$ cat config.mk
export PLATFORM = sky130hd
export DESIGN_NAME = mem_sram_ctrl
export DESIGN_NICKNAME = d
export VERILOG_FILES = /design/src/rtl/mem_sram_ctrl.sv
export SDC_FILE = /design/constraint.sdc
export NUM_CORES = 1
export LEC_CHECK = 0
export ABC_AREA = 1
export CAP_MARGIN = 20
export CORE_ASPECT_RATIO = 1.5
export CORE_MARGIN = 8
export CORE_UTILIZATION = 49
export DETAILED_ROUTE_END_ITERATION = 10
export PLACE_DENSITY = 0.94
export SETUP_SLACK_MARGIN = 0.1
export SLEW_MARGIN = 40
export SYNTH_ARGS = -nofsm -noshare
export SYNTH_HDL_FRONTEND = slang
export SYNTH_SLANG_ARGS = --single-unit
$ cat constraint.sdc
create_clock -name clk -period 2.37 [get_ports clk]
set_input_delay 0.237 -clock clk [delete_from_list [all_inputs] [get_ports clk]]
set_output_delay 0.237 -clock clk [all_outputs]
set_load 0.02 [all_outputs]
$ cat src/rtl/mem_sram_ctrl.sv
// MEM-stage data memory initiator: splits one 32-bit word access into two
// registered 16-bit SRAM half-word accesses with a programmable hold time.
//
// state | meaning
// IDLE  | waiting for memRead/memWrite; ready=1 only when no request is present
// LOW   | half-word {idx,0}, bits 15:0, held WAIT_CYCLES cycles
// HIGH  | half-word {idx,1}, bits 31:16, held WAIT_CYCLES cycles
// DONE  | one-cycle completion, ready=1, readData valid
module mem_sram_ctrl #(
  parameter int BASE_ADDR   = 1024,
  parameter int WAIT_CYCLES = 2,
  parameter int ADDR_W      = 18
) (
  input  logic              clk,
  input  logic              rst,
  input  logic              memRead,
  input  logic              memWrite,
  input  logic [31:0]       address,
  input  logic [31:0]       writeData,
  output logic [31:0]       readData,
  output logic              ready,
  output logic [ADDR_W-1:0] sramAddr,
  output logic [15:0]       sramDqOut,
  input  logic [15:0]       sramDqIn,
  output logic              sramDqOe,
  output logic              sramWeN
);

  localparam int CNT_W = (WAIT_CYCLES > 1) ? $clog2(WAIT_CYCLES) : 1;
  localparam logic [CNT_W-1:0] RELOAD = CNT_W'(WAIT_CYCLES - 1);

  typedef enum logic [1:0] {IDLE, LOW, HIGH, DONE} state_t;

  state_t            state, state_n;
  logic [CNT_W-1:0]  cnt;
  logic              tc;
  logic              req;
  logic [31:0]       offset;
  logic [ADDR_W-2:0] idx_in;
  logic [ADDR_W-2:0] idx_q;
  logic [15:0]       wdata_hi;
  logic              is_wr;
  logic              unused_offset;

  // A request is not seen while reset is held, so ready stays 1 until rst rises.
  assign req           = rst & (memRead | memWrite);
  assign offset        = address - 32'(BASE_ADDR);
  assign idx_in        = offset[ADDR_W:2];
  assign unused_offset = ^offset;
  assign tc            = (cnt == '0);

  always_ff @(posedge clk) begin
    if (!rst) begin
      state <= IDLE;
      cnt   <= '0;
    end else begin
      state <= state_n;
      if ((state_n == LOW || state_n == HIGH) && state_n != state)
        cnt <= RELOAD;
      else if (!tc)
        cnt <= cnt - 1'b1;
    end
  end

  always_comb begin
    state_n = state;
    case (state)
      IDLE:    if (req) state_n = LOW;
      LOW:     if (tc) state_n = HIGH;
      HIGH:    if (tc) state_n = DONE;
      DONE:    state_n = IDLE;
      default: state_n = IDLE;
    endcase
  end

  always_comb begin
    ready = 1'b0;
    case (state)
      IDLE:    ready = ~req;
      DONE:    ready = 1'b1;
      default: ready = 1'b0;
    endcase
  end

  // SRAM pins only change on phase-entry edges.
  always_ff @(posedge clk) begin
    if (!rst) begin
      readData  <= '0;
      sramAddr  <= '0;
      sramDqOut <= '0;
      sramWeN   <= 1'b1;
      sramDqOe  <= 1'b0;
      is_wr     <= 1'b0;
      idx_q     <= '0;
      wdata_hi  <= '0;
    end else begin
      case (state)
        IDLE: if (req) begin
          is_wr    <= memWrite;
          idx_q    <= idx_in;
          wdata_hi <= writeData[31:16];
          sramAddr <= {idx_in, 1'b0};
          sramWeN  <= ~memWrite;
          sramDqOe <= memWrite;
          if (memWrite) sramDqOut <= writeData[15:0];
        end
        LOW: if (tc) begin
          if (!is_wr) readData[15:0] <= sramDqIn;
          if (is_wr) sramDqOut <= wdata_hi;
          sramAddr <= {idx_q, 1'b1};
        end
        HIGH: if (tc) begin
          if (!is_wr) readData[31:16] <= sramDqIn;
          sramWeN  <= 1'b1;
          sramDqOe <= 1'b0;
        end
        default: ;
      endcase
    end
  end

endmodule

==> flow_summary.ini <==
[route]
antenna_left = 0
routed_wl_um = 12800
highest_layer = met4
drt-pass1-iter-count = 5
num_vias = 4481
route.met3.wl_um = 1020
dr_wl_met2_um = 6580
wl_per_cell_um = 15.0
drt_iter0_markers = 269
viasPerCell = 5.25
drc = 0
wl_met1_um = 4870

[synthesis]
yosys.area.top_type_share_pct = 47.9
synth_area_leader_cell = dfxtp_1
synthesis.area_um2 = 4390
ys_ff_latch = 105
yosysSeqAreaShare_pct = 47.9
ys_types = 27
syn_avg_cell_area_um2 = 7.15
synth_cells = 614
ys_warn_count = 0
yosys-top-cells-area = dfxtp_1, nand2_1, o21ai_0
syn_nets = 703

[hold_path]
hold_path_end = sramWeN$_SDFFE_PN1P_
hold_start = rst
hp-class = in2reg
hold_depth = 3

[setup_path]
crit_buf_inv = 3
r2r-start = state[1]$_SDFF_PN0_
crit_slowest_cell = dfxtp_1
cp_data_arrival_time_ns = 2.27
r2r_setup_slack_ns = 0.34
critPathCaptureType = register
cpMostUsedCell = nor2_1
critical_path_class = reg2reg
startpoint_type = register
r2r_end = readData[1]$_SDFFE_PN0P_
cp_top_family = buffers and inverters
worstPathCellList = inv_1 -> ha_2 -> buf_4 -> nand2_2 -> clkinvlp_4 -> nor2_1 -> nor2_1
crit_path_max_incr_delay_ns = 0.41
crit_fanout = 28
required_ns = 2.60
r2r.worst_path.cells = 7

[place]
dp.cells = 836
dp_hpwl_um = 9270
pre_cts_slack_ns = 0.190
gp_congestion = 0.827
placed_area_um2 = 5810
port-buffer-count = 137

[global_routing]
grt-ovfl-total = 0
antenna_found_initial = 1
grtUsageTotal_pct = 20.4
grt_pass1_wl_um = 20500
grt_max_degree = 57
grt_pass1_vias = 4385

[flow_run]
cap_violations = 0

[cells_and_area]
nFillCells = 712
final_cell_mix = nand2_1, clkdlybuf4s50_1, dfxtp_1
area.growth.synth_to_final_pct = 39.5
fin_cells = 853
final_common_cell = nand2_1
layout-drive-gt1-share_pct = 5.39
nets = 827
postLayoutCellArea_um2 = 6130
final_util_pct = 69.8

[sta]
hold_violations = 0
timing.final.crit_period_ns = 2.03
worst_pin_slew_ns = 0.529
timing.hold.ws_ns = 0.360
layout_setup_ws_ns = 0.337
skew_ns = 0.00388
rsz0062_at_grt = false
fin_crit_sh_pct = 85.8
setup_violations = 0
relSlewSlack_pct = 64.7
setup_tns_ns = 0
fmax_mhz = 492
slew_viol_final = 0

[floorplanning]
die_area_um2 = 12300
io_pins = 153
rows = 42
chipHeight_um = 132
core_um2 = 8780
start_util_pct = 50.0
fp.dieW_um = 93.3

[clock_tree]
cts_tree = yes
clk_latency_ns = 0.34
cts.clk_slew.worst_paths_ns = 0.07
clock_sinks = 105
cts_hold_buf = 0
clockBufferDepth = 2
root_buffer = clkbuf_16
cts.htree.levels = 3
cts_made_buffers = 9

[status]
outcome = finished clean

[pwr]
p_leak_nw = 2.57
ir_drop_v = 0.000854
p_total_mw = 7.52
power_density_nw_per_um2 = 1230
==> area by class of cell <==
cell class / instances / area (um2) / area share, %
inverter: 35 / 135 / 2.21
sequential: 105 / 2100 / 34.3
clock inverter: 6 / 60.1 / 0.980
timing repair buffer: 149 / 1470 / 24.0
tap: 110 / 138 / 2.25
antenna: 1 / 2.50 / 0.0408
multi-input combinational: 438 / 1990 / 32.5
clock buffer: 9 / 225 / 3.68
==> layer usage <==
metal / vias to the layer above / GRT usage [%]
met1: 2064 / 21.5
met2: 180 / 36.3
met4: 0 / 9.72
met3: 27 / 4.96
li1: 2210 / -
met5: - / 0
==> how the worst max path moves through the flow <==
stage	slack (ns)	endpoint	cells after the start	startpoint
floorplan	0.80	sramAddr[15]$_SDFFE_PN0P_	9	state[0]$_SDFF_PN0_
global placement	0.29	sramDqOut[5]$_SDFFE_PN0P_	10	memWrite
detailed placement	0.19	readData[1]$_SDFFE_PN0P_	7	state[1]$_SDFF_PN0_
CTS	0.16	readData[1]$_SDFFE_PN0P_	7	state[1]$_SDFF_PN0_
global route	0.11	readData[11]$_SDFFE_PN0P_	7	state[1]$_SDFF_PN0_
finish	0.34	readData[1]$_SDFFE_PN0P_	7	state[1]$_SDFF_PN0_
==> worst min-delay path: cells and delay by family <==
family                 cells  cell delay (ns)
AND/OR/NAND/NOR            1             0.10
buffers and inverters      2             0.33
==> logic make-up after synthesis <==
| logic type | Yosys count | share of synthesized area (%) |
|---|---|---|
| xor+xnor | 3 | 0.599 |
| compound gates | 120 | 14.4 |
| simple gates | 310 | 28.8 |
| buf+inv | 71 | 6.93 |
| flops | 105 | 47.9 |
| fa+ha+maj | 5 | 1.42 |
==> synth_stat cells <==
master / instances
nand2_1: 181
dfxtp_1: 105
nor2_1: 78
o21ai_0: 62
a21oi_1: 48
nand3_1: 45
inv_1: 33
clkbuf_1: 17
buf_2: 12
ha_1: 5
buf_4: 4
a31oi_1: 3
xor2_1: 3
buf_1: 2
inv_2: 2
nand2_4: 2
o211ai_1: 2
a21boi_0: 1
and2_1: 1
buf_6: 1
nand3b_4: 1
nand4_1: 1
nor2_4: 1
o21a_1: 1
o21a_2: 1
o21ai_4: 1
o21bai_1: 1
==> registers in the layout, indices dropped and copies added (netlist names) <==
name	cells
cnt	1
idx_q	17
is_wr	1
readData	32
sramAddr	18
sramDqOe	1
sramDqOut	16
sramWeN	1
state	2
wdata_hi	16
==> power breakdown <==
part | total [mW] | internal, mW | switching (mW) | leakage [nW]
Sequential | 2.61 | 2.30 | 0.307 | 0.862
Clock | 1.44 | 0.807 | 0.633 | 0.137
Combinational | 3.47 | 1.42 | 2.05 | 1.57
Total | 7.52 | 4.53 | 2.99 | 2.57
==> repair_timing <==
action / 4_1_cts / 5_1_grt
pin swaps: 0 / 1
gates resized for setup: 1 / 3
buffers inserted: 0 / 1
setup endpoints to repair: 1 / 19
No activity file was read; power rests on OpenSTA's default activity.
